==> src/rtl/layer_sequencer_if.sv <==
// Control and memory-port bundle for one fully-connected layer sequencer.
// Latency: none, wires only.
// Backpressure: none; the memory ports have a fixed one-cycle read latency.
interface layer_sequencer_if #(
    parameter int ADDR_W  = 12,
    parameter int DATA_W  = 16,
    parameter int WADDR_W = 16
);
    logic               start;
    logic [ADDR_W-1:0]  in_base;
    logic [ADDR_W-1:0]  in_count;
    logic [ADDR_W-1:0]  out_base;
    logic [ADDR_W-1:0]  out_count;
    logic [WADDR_W-1:0] w_base;
    logic               relu_en;
    logic               busy;
    logic               done;
    logic [ADDR_W-1:0]  rd_addr;
    logic [DATA_W-1:0]  rd_data;
    logic [WADDR_W-1:0] w_addr;
    logic [DATA_W-1:0]  w_data;
    logic               wr_en;
    logic [ADDR_W-1:0]  wr_addr;
    logic [DATA_W-1:0]  wr_data;

    modport master (
        input  start, in_base, in_count, out_base, out_count, w_base, relu_en,
        input  rd_data, w_data,
        output busy, done, rd_addr, w_addr, wr_en, wr_addr, wr_data
    );

    modport slave (
        output start, in_base, in_count, out_base, out_count, w_base, relu_en,
        output rd_data, w_data,
        input  busy, done, rd_addr, w_addr, wr_en, wr_addr, wr_data
    );
endinterface

==> src/rtl/layer_sequencer.sv <==
// Fully-connected layer sequencer: Q8.8 MAC over neuron/weight memories, saturating write-back.
// Latency: in_count+2 cycles per output neuron, done one cycle after the last write.
// Backpressure: none; start is sampled only in IDLE and ignored otherwise.
module layer_sequencer #(
    parameter int ADDR_W    = 12,
    parameter int DATA_W    = 16,
    parameter int WADDR_W   = 16,
    parameter int ACC_W     = 40,
    parameter int FRAC_BITS = 8
) (
    input  logic              clk,
    input  logic              reset_n,
    layer_sequencer_if.master bus
);
    typedef enum logic [2:0] {
        S_IDLE,
        S_LOAD,
        S_DRAIN,
        S_WRITE,
        S_DONE
    } state_t;

    state_t state, state_nxt;

    logic [ADDR_W-1:0]  in_base_r, in_count_r, out_base_r, out_count_r;
    logic               relu_r;
    logic [ADDR_W-1:0]  k, j;
    logic [WADDR_W-1:0] w_row;
    logic               valid_d;
    logic signed [ACC_W-1:0] acc;

    logic last_k, last_j;
    logic signed [2*DATA_W-1:0] a_ext, b_ext, prod;
    logic signed [ACC_W-1:0]    shifted;
    logic [ACC_W-DATA_W:0]      hi;
    logic [DATA_W-1:0]          result;

    assign last_k = (k == in_count_r - ADDR_W'(1));
    assign last_j = (j == out_count_r - ADDR_W'(1));

    assign a_ext = {{DATA_W{bus.rd_data[DATA_W-1]}}, bus.rd_data};
    assign b_ext = {{DATA_W{bus.w_data[DATA_W-1]}}, bus.w_data};
    assign prod  = a_ext * b_ext;

    always_ff @(posedge clk or negedge reset_n) begin
        if (!reset_n) begin
            state <= S_IDLE;
        end else begin
            state <= state_nxt;
        end
    end

    always_comb begin
        state_nxt   = state;
        bus.busy    = 1'b0;
        bus.done    = 1'b0;
        bus.wr_en   = 1'b0;
        bus.wr_addr = '0;
        bus.wr_data = '0;
        shifted     = acc >>> FRAC_BITS;
        hi          = shifted[ACC_W-1:DATA_W-1];
        result      = shifted[DATA_W-1:0];
        // Out of range when the bits above the result sign disagree with it.
        if (!((&hi) | (~|hi))) begin
            result = shifted[ACC_W-1] ? {1'b1, {(DATA_W-1){1'b0}}} : {1'b0, {(DATA_W-1){1'b1}}};
        end
        if (relu_r && result[DATA_W-1]) begin
            result = '0;
        end
        case (state)
            S_IDLE: begin
                if (bus.start) begin
                    if (bus.out_count == '0)     state_nxt = S_DONE;
                    else if (bus.in_count == '0) state_nxt = S_WRITE;
                    else                         state_nxt = S_LOAD;
                end
            end
            S_LOAD: begin
                bus.busy = 1'b1;
                if (last_k) state_nxt = S_DRAIN;
            end
            S_DRAIN: begin
                bus.busy  = 1'b1;
                state_nxt = S_WRITE;
            end
            S_WRITE: begin
                bus.busy    = 1'b1;
                bus.wr_en   = 1'b1;
                bus.wr_addr = out_base_r + j;
                bus.wr_data = result;
                if (last_j)                 state_nxt = S_DONE;
                else if (in_count_r == '0)  state_nxt = S_WRITE;
                else                        state_nxt = S_LOAD;
            end
            S_DONE: begin
                bus.done  = 1'b1;
                state_nxt = S_IDLE;
            end
            default: state_nxt = S_IDLE;
        endcase
    end

    // Address registers are preloaded so they already show in_base+k during each LOAD cycle.
    always_ff @(posedge clk or negedge reset_n) begin
        if (!reset_n) begin
            in_base_r   <= '0;
            in_count_r  <= '0;
            out_base_r  <= '0;
            out_count_r <= '0;
            relu_r      <= 1'b0;
            k           <= '0;
            j           <= '0;
            w_row       <= '0;
            valid_d     <= 1'b0;
            acc         <= '0;
            bus.rd_addr <= '0;
            bus.w_addr  <= '0;
        end else begin
            valid_d <= (state == S_LOAD);
            if (valid_d) begin
                acc <= acc + {{(ACC_W-2*DATA_W){prod[2*DATA_W-1]}}, prod};
            end
            case (state)
                S_IDLE: begin
                    if (bus.start) begin
                        in_base_r   <= bus.in_base;
                        in_count_r  <= bus.in_count;
                        out_base_r  <= bus.out_base;
                        out_count_r <= bus.out_count;
                        relu_r      <= bus.relu_en;
                        k           <= '0;
                        j           <= '0;
                        acc         <= '0;
                        w_row       <= bus.w_base;
                        if (bus.out_count != '0 && bus.in_count != '0) begin
                            bus.rd_addr <= bus.in_base;
                            bus.w_addr  <= bus.w_base;
                        end
                    end
                end
                S_LOAD: begin
                    if (!last_k) begin
                        k           <= k + ADDR_W'(1);
                        bus.rd_addr <= bus.rd_addr + ADDR_W'(1);
                        bus.w_addr  <= bus.w_addr + WADDR_W'(1);
                    end
                end
                S_WRITE: begin
                    acc <= '0;
                    k   <= '0;
                    if (!last_j) begin
                        j <= j + ADDR_W'(1);
                        if (in_count_r != '0) begin
                            w_row       <= w_row + WADDR_W'(in_count_r);
                            bus.rd_addr <= in_base_r;
                            bus.w_addr  <= w_row + WADDR_W'(in_count_r);
                        end
                    end
                end
                default: ;
            endcase
        end
    end
endmodule

==> src/flat_wrapper.sv <==
// flat-port wrapper written by rule: the top's interface ports become plain ports
module layer_sequencer_flat 
#(
    parameter int ADDR_W    = 12,
    parameter int DATA_W    = 16,
    parameter int WADDR_W   = 16,
    parameter int ACC_W     = 40,
    parameter int FRAC_BITS = 8
)
  (clk, reset_n, bus_start, bus_in_base, bus_in_count, bus_out_base, bus_out_count, bus_w_base, bus_relu_en, bus_rd_data, bus_w_data, bus_busy, bus_done, bus_rd_addr, bus_w_addr, bus_wr_en, bus_wr_addr, bus_wr_data);
  layer_sequencer_if #(.ADDR_W(ADDR_W), .DATA_W(DATA_W), .WADDR_W(WADDR_W)) bus_i ();
  input  logic clk;
  input  logic reset_n;
  input wire logic [$bits(bus_i.start)-1:0] bus_start;
  input wire logic [$bits(bus_i.in_base)-1:0] bus_in_base;
  input wire logic [$bits(bus_i.in_count)-1:0] bus_in_count;
  input wire logic [$bits(bus_i.out_base)-1:0] bus_out_base;
  input wire logic [$bits(bus_i.out_count)-1:0] bus_out_count;
  input wire logic [$bits(bus_i.w_base)-1:0] bus_w_base;
  input wire logic [$bits(bus_i.relu_en)-1:0] bus_relu_en;
  input wire logic [$bits(bus_i.rd_data)-1:0] bus_rd_data;
  input wire logic [$bits(bus_i.w_data)-1:0] bus_w_data;
  output wire logic [$bits(bus_i.busy)-1:0] bus_busy;
  output wire logic [$bits(bus_i.done)-1:0] bus_done;
  output wire logic [$bits(bus_i.rd_addr)-1:0] bus_rd_addr;
  output wire logic [$bits(bus_i.w_addr)-1:0] bus_w_addr;
  output wire logic [$bits(bus_i.wr_en)-1:0] bus_wr_en;
  output wire logic [$bits(bus_i.wr_addr)-1:0] bus_wr_addr;
  output wire logic [$bits(bus_i.wr_data)-1:0] bus_wr_data;
  assign bus_i.start = bus_start;
  assign bus_i.in_base = bus_in_base;
  assign bus_i.in_count = bus_in_count;
  assign bus_i.out_base = bus_out_base;
  assign bus_i.out_count = bus_out_count;
  assign bus_i.w_base = bus_w_base;
  assign bus_i.relu_en = bus_relu_en;
  assign bus_i.rd_data = bus_rd_data;
  assign bus_i.w_data = bus_w_data;
  assign bus_busy = bus_i.busy;
  assign bus_done = bus_i.done;
  assign bus_rd_addr = bus_i.rd_addr;
  assign bus_w_addr = bus_i.w_addr;
  assign bus_wr_en = bus_i.wr_en;
  assign bus_wr_addr = bus_i.wr_addr;
  assign bus_wr_data = bus_i.wr_data;
  layer_sequencer #(.ADDR_W(ADDR_W), .DATA_W(DATA_W), .WADDR_W(WADDR_W), .ACC_W(ACC_W), .FRAC_BITS(FRAC_BITS)) u_core (.clk(clk), .reset_n(reset_n), .bus(bus_i));
endmodule
==> config.mk <==
export PLATFORM = sky130hd
export DESIGN_NAME = layer_sequencer_flat
export DESIGN_NICKNAME = d
export VERILOG_FILES = /design/src/rtl/layer_sequencer_if.sv /design/src/rtl/layer_sequencer.sv /design/src/flat_wrapper.sv
export SDC_FILE = /design/constraint.sdc
export NUM_CORES = 1
export LEC_CHECK = 0
export CAP_MARGIN = 15
export CORE_MARGIN = 3
export CORE_UTILIZATION = 30
export DETAILED_ROUTE_END_ITERATION = 12
export PLACE_DENSITY = 0.52
export SLEW_MARGIN = 20
export SYNTH_ARGS = -nofsm -noshare
export SYNTH_HDL_FRONTEND = slang
export SYNTH_SLANG_ARGS = --single-unit
export TNS_END_PERCENT = 50
==> constraint.sdc <==
create_clock -name clk -period 4.2 [get_ports clk]
set_input_delay 1.05 -clock clk [delete_from_list [all_inputs] [get_ports clk]]
set_output_delay 1.05 -clock clk [all_outputs]
set_load 0.03 [all_outputs]
* Yosys cells after proc, flatten, opt, wreduce, memory -nomap -nowiden
Cells that the tools add are included.
** Operators by class
- Bitwise operators :: 1
- $mul :: 1
- Multiplexer cells :: 37
- $add $sub $neg :: 9
- Eq/ne operators :: 12
- Reduce and logical (&&, ||, !) cells :: 21
** Operator list (count)
- two-way mux 16 bit :: 10
- two-way mux 12 bit :: 9
- two-way mux 40 bit :: 2
- case mux 40 bit (2 select lines) :: 1
- case mux 12 bit (3 select lines) :: 2
- case mux 16 bit (3 select lines) :: 1
- adder 40 bit :: 1
- adder 12 x 1 -> 12 bit (second input constant) :: 3
- zero test 12 bit :: 3
- nonzero test 12 bit :: 3
- multiplier 16 x 16 -> 32 bit :: 1
- case mux 16 bit (2 select lines) :: 1
- == test 12 bit :: 2
- case mux 12 bit (2 select lines) :: 1
- subtractor 12 x 1 -> 12 bit (second input constant) :: 2
- AND reduction 17 bit :: 1
- OR reduction 17 bit :: 1
- adder 16 x 1 -> 16 bit (second input constant) :: 1
- adder 16 x 12 -> 16 bit :: 1
- adder 12 bit :: 1
- two-way mux 3 bit :: 4
- case mux 3 bit (4 select lines) :: 1
- == test 3 x 2 -> 1 bit (second input constant) :: 2
- != test 2 x 1 -> 1 bit (second input constant) :: 3
- 16 further kinds :: 24
** Word-level totals
- Word-level logic and storage cells :: 94
- Register bits :: 161

* Logic depth before layout (Yosys ltp)
- Depth after elaboration :: 7
- Depth in mapped cells :: 39
- Gate-level depth less buffers :: 37

* Worst setup path before layout
Ideal clock, no wire load.
- Path kind :: input-to-reg
- Start point :: input bus_rd_data[15]
- End point :: register u_core.acc[39]
- Arrival time :: 8.757 ns
- Cell stages on the path :: 31
- Path slack :: -4.688 ns
- Buffers on the path :: 1
- Data required time :: 4.068 ns
- Setup time :: 0.132 ns
- Cell sequence :: clkbuf_1 > nand2_1 > inv_1 > fa_1 > fa_1 > fa_1 > fa_1 > fa_1 > inv_1 > fa_1 > inv_1 > ha_1 > and4_1 > and3_1 > and4_1 > o21a_1 > nor4_1 > o41ai_1 > a21oi_2 > xnor2_1 > ha_1 > a21o_1 > a21oi_1 > o21ai_0 > a221oi_1 > nand2_1 > a21oi_1 > xor3_1 > nand2_1 > xor2_1 > nor2_1
** Between the ends
- Cells in the longest elaborated chain, start to end :: 5
** Ends and longest elaborated chain
- start, declared :: RTL line flat_wrapper.sv:21 : input wire logic [$bits(bus_i.rd_data)-1:0] bus_rd_data;
- multiplier 16 x 16 -> 32 bit * :: RTL line layer_sequencer.sv:43 : assign prod = a_ext * b_ext;
- adder 40 bit * :: RTL line layer_sequencer.sv:121 : acc <= acc + {{(ACC_W-2*DATA_W){prod[2*DATA_W-1]}}, prod};
- two-way mux 40 bit * :: RTL line layer_sequencer.sv:120 : if (valid_d) begin
- two-way mux 40 bit :: RTL line layer_sequencer.sv:125 : if (bus.start) begin
- case mux 40 bit (2 select lines) * :: RTL line layer_sequencer.sv:123 : case (state)
- end signal, assigned :: RTL line layer_sequencer.sv:121
- end, declared :: RTL line layer_sequencer.sv:30 : logic signed [ACC_W-1:0] acc;
Mark *: on every way between the ends. The rest lies on a longest branch, timed or not.
A chain may end at the register's enable or synchronous reset.

* Worst setup path after layout
- Start point :: input bus_w_data[2]
- End point :: register u_core.acc[38]
** Between the ends
- Cells in the longest elaborated chain, start to end :: 5
** Ends and longest elaborated chain
- start, declared :: RTL line flat_wrapper.sv:22 : input wire logic [$bits(bus_i.w_data)-1:0] bus_w_data;
- multiplier 16 x 16 -> 32 bit * :: RTL line layer_sequencer.sv:43
- adder 40 bit * :: RTL line layer_sequencer.sv:121
- two-way mux 40 bit * :: RTL line layer_sequencer.sv:120
- two-way mux 40 bit :: RTL line layer_sequencer.sv:125
- case mux 40 bit (2 select lines) * :: RTL line layer_sequencer.sv:123
Marked as above.

==> impl_metrics.csv <==
group,metric,value,unit
floorplan,num_rows,96,
synth,synthArstFlopShare,1.00,
routing,drcViolationCount,0,
global_route,antenna_found_initial,0,
synth,synth_edf_count,0,
synth,synthXorXnorAreaFrac,0.0603,
sta,skew,17.7,ps
critical_path,crit_path_max_fanout,4,
synth,synthCells,2475,
hold_path,hold_path.class,"register to register",
sta,worst_slew_pin_slew,945,ps
clocking,clockBufferDepth,2,
place,gp_congestion,0.844,
routing,drt_wl_total,62.1,mm
critical_path,cpLargestDelayFamily,"adder cells",
synth,syn_nets,2992,
layout,antenna_cells,0,
floorplan,initial_core_util,0.306,
layout,area_delta_synth_final,34.8,%
critical_path,path_buf_inv,5,
floorplan,core_region_area,69200,um^2
critical_path,arrival,8710,ps
synth,yosysTopAreaCell,"fa_1",
synth,ys.flop_type,"dfrtp_1",
global_route,track_usage,0.170,
routing,num_vias,18500,
synth,synth_fa_ha_area_frac,0.341,
sta,relSlewSlack,0.370,
synth,synth_top_family_by_area,"adder cells",
synth,synth_seq_area_share,0.190,
synth,synthTopCellsByArea,"fa_1, dfrtp_1, ha_1, nand2_1, inv_1",
synth,synth_cell_types,79,
sta,timing.fmax,0.120,GHz
synth,syn_area,21200,um^2
layout,final_layout_size_suffix_gt1_frac,0.222,
clocking,clk_latency,450,ps
critical_path,rrSetupSlack,410,ps
sta,period_needed,8340,ps
place,hpwl,48.5,mm
routing,wl_per_cell,16.0,um
floorplan,die_y,272,um
synth,synthMuxAreaShare,0.0168,
layout,finalInstanceArea,28500,um^2
synth,syn_area_per_cell,8.55,um^2
critical_path,crit_path_max_incr_delay,570,ps
critical_path,critPathSlowestCell,"fa_1",
routing,ant_nets,0,
critical_path,crit_top_cell,"fa_1",
sta,grt_setup_unrepaired,"true",
floorplan,die_area,73800,um^2
global_route,grt_first_pass_wirelength,103,mm
run_status,violations,"negative setup slack",
synth,synth-seq-cells,161,
global_route,first_global_vias,19600,
floorplan,dieWidth,272,um
critical_path,end_kind,"register",
sta,slew_violations,0,
sta,setup_ws,-4140,ps
synth,synthSimpleGateAreaFrac,0.196,
clocking,cts_htree_levels,4,
sta,finalHoldViolCount,0,
global_route,grt_max_degree,95,
critical_path,critPathKind,"input pin to register",
sta,fin_crit_sh,1.99,
flow_run,drv_cap,0,
clocking,hold_buffers,0,
sta,setup_viol,37,
place,dpl-instance-area,26300,um^2
layout,final_util,0.412,
critical_path,critPathRequiredTime,4570,ps
clocking,cts_buffers,17,
layout,nets,3447,
synth,yosys_warnings,0,
routing,drtPass1Iterations,5,
routing,vias_per_cell,4.77,
floorplan,io-pin-count,159,
critical_path,cp-start-kind,"input pin",
clocking,clkTransAtPathRegs,70,ps
clocking,cts_sinks,161,
synth,synth_compound_area_frac,0.118,
place,io_buffers,158,
run_status,outcome,"finished, violations left",
routing,drtIter0Drc,911,
synth,yosysTopAreaCellShare,0.251,
clocking,cts-root-buf,"clkbuf_16",
global_route,overflow,0,
clocking,cts_tree,"done",
## through the flow
| stage | instances | setup slack (ps) | setup TNS [ps] | hold slack, ps |
|---|---|---|---|---|
| 4_1_cts | 3856 | -4240 | -111600 | 480 |
| 6_report | 3873 | -4140 | -112450 | 478 |
| 5_1_grt | 3873 | -4480 | -122620 | 509 |
| 2_1_floorplan | 2475 | -3970 | -103980 | 438 |
| 3_3_place_gp | 3771 | -4940 | -141800 | 452 |
| 3_5_place_dp | 3771 | -5000 | -143590 | 461 |
## what timing repair did
item	4_1_cts	5_1_grt
pin swaps	114	91
buffers inserted	48	19
cloned	6	0
setup endpoints to repair	39	64
gates resized for setup	203	114
## Yosys cell counts (6+ instances only)
cell type / count
nand2_1: 358
inv_1: 336
fa_1: 265
nor2_1: 189
dfrtp_1: 161
ha_1: 152
and2_1: 133
a21oi_1: 121
o21ai_0: 99
xnor2_1: 91
clkbuf_1: 76
xor2_1: 52
a21o_1: 34
nand3_1: 34
mux2i_1: 31
nor3_1: 30
a211oi_1: 26
and3_1: 25
a31oi_1: 23
nand4_1: 22
nor2b_1: 20
nor4_1: 18
o21a_1: 18
nand2b_1: 17
buf_2: 9
o21bai_1: 9
buf_1: 8
or3_1: 8
a211o_1: 6
o211ai_1: 6
o22ai_1: 6
## metal layers
metal | up-vias | routed length, um | global-route usage
li1 | 8911 | - | -
met1 | 9102 | 29200 | 0.238
met2 | 378 | 29000 | 0.277
met3 | 80 | 2350 | 0.0204
met4 | 0 | 1570 | 0.0501
met5 | - | 0 | 0
## tightest hold or removal path, stage by stage (launching register included)
cell and delay [ps]:
dfrtp_1 350, nand2_1 50, nand2_1 50
## layout make-up
type / count / area [um^2]
fill: 6837 / 40700
multi-input combinational: 1881 / 16500
timing repair buffer: 531 / 4970
sequential: 161 / 4030
inverter: 338 / 1270
tap: 931 / 1160
clock buffer: 19 / 443
clock inverter: 12 / 146
## worst paths after layout
check / start / to / depth (start not counted)
worst min-delay path: u_core.in_base_r[10] / u_core.in_base_r[10] / 2
min in group asynchronous: reset_n / u_core.in_base_r[7] / 1
worst max register to register: u_core.in_count_r[0] / u_core.bus.rd_addr[9] / 12
max in group asynchronous: reset_n / u_core.acc[34] / 2
worst min register to register: u_core.in_base_r[10] / u_core.in_base_r[10] / 2
worst max-delay path: bus_w_data[2] / u_core.acc[38] / 33
## logic make-up (layout without fill, tap and decap cells)
logic type	after synthesis	in the layout
AOI/OAI and AO/OA	402	402
xor gates and xnor gates	144	144
adders and majority gates	418	418
buffers and inverters	433	900
DFF	161	161
muxes	35	35
and+or+nand+nor	882	882
## flip-flops by register name, indices dropped and copies added (netlist names)
signal and flops:
u_core.k 12, u_core.state 3, u_core.j 12, u_core.in_count_r 12, u_core.out_count_r 12, u_core.valid_d 1
u_core.acc 40, u_core.bus.w_addr 16, u_core.w_row 16, u_core.in_base_r 12, u_core.bus.rd_addr 12, u_core.relu_r 1
u_core.out_base_r 12
## cell usage in the layout (no fill, tap or decap), drive strengths merged, types with 52 or more instances in the layout
| master | Yosys | layout |
|---|---|---|
| fa | 265 | 265 |
| xor2 | 52 | 52 |
| xnor2 | 91 | 91 |
| and2 | 133 | 133 |
| inv | 337 | 342 |
| nor2 | 189 | 189 |
| clkdlybuf4s50 | 0 | 100 |
| dfrtp | 161 | 161 |
| a21oi | 123 | 123 |
| buf | 18 | 409 |
| nand2 | 358 | 358 |
| o21ai | 104 | 104 |
| ha | 152 | 152 |
Power is not shown: default switching activity piles up to over one toggle a cycle in this logic, so the estimate is an artifact.
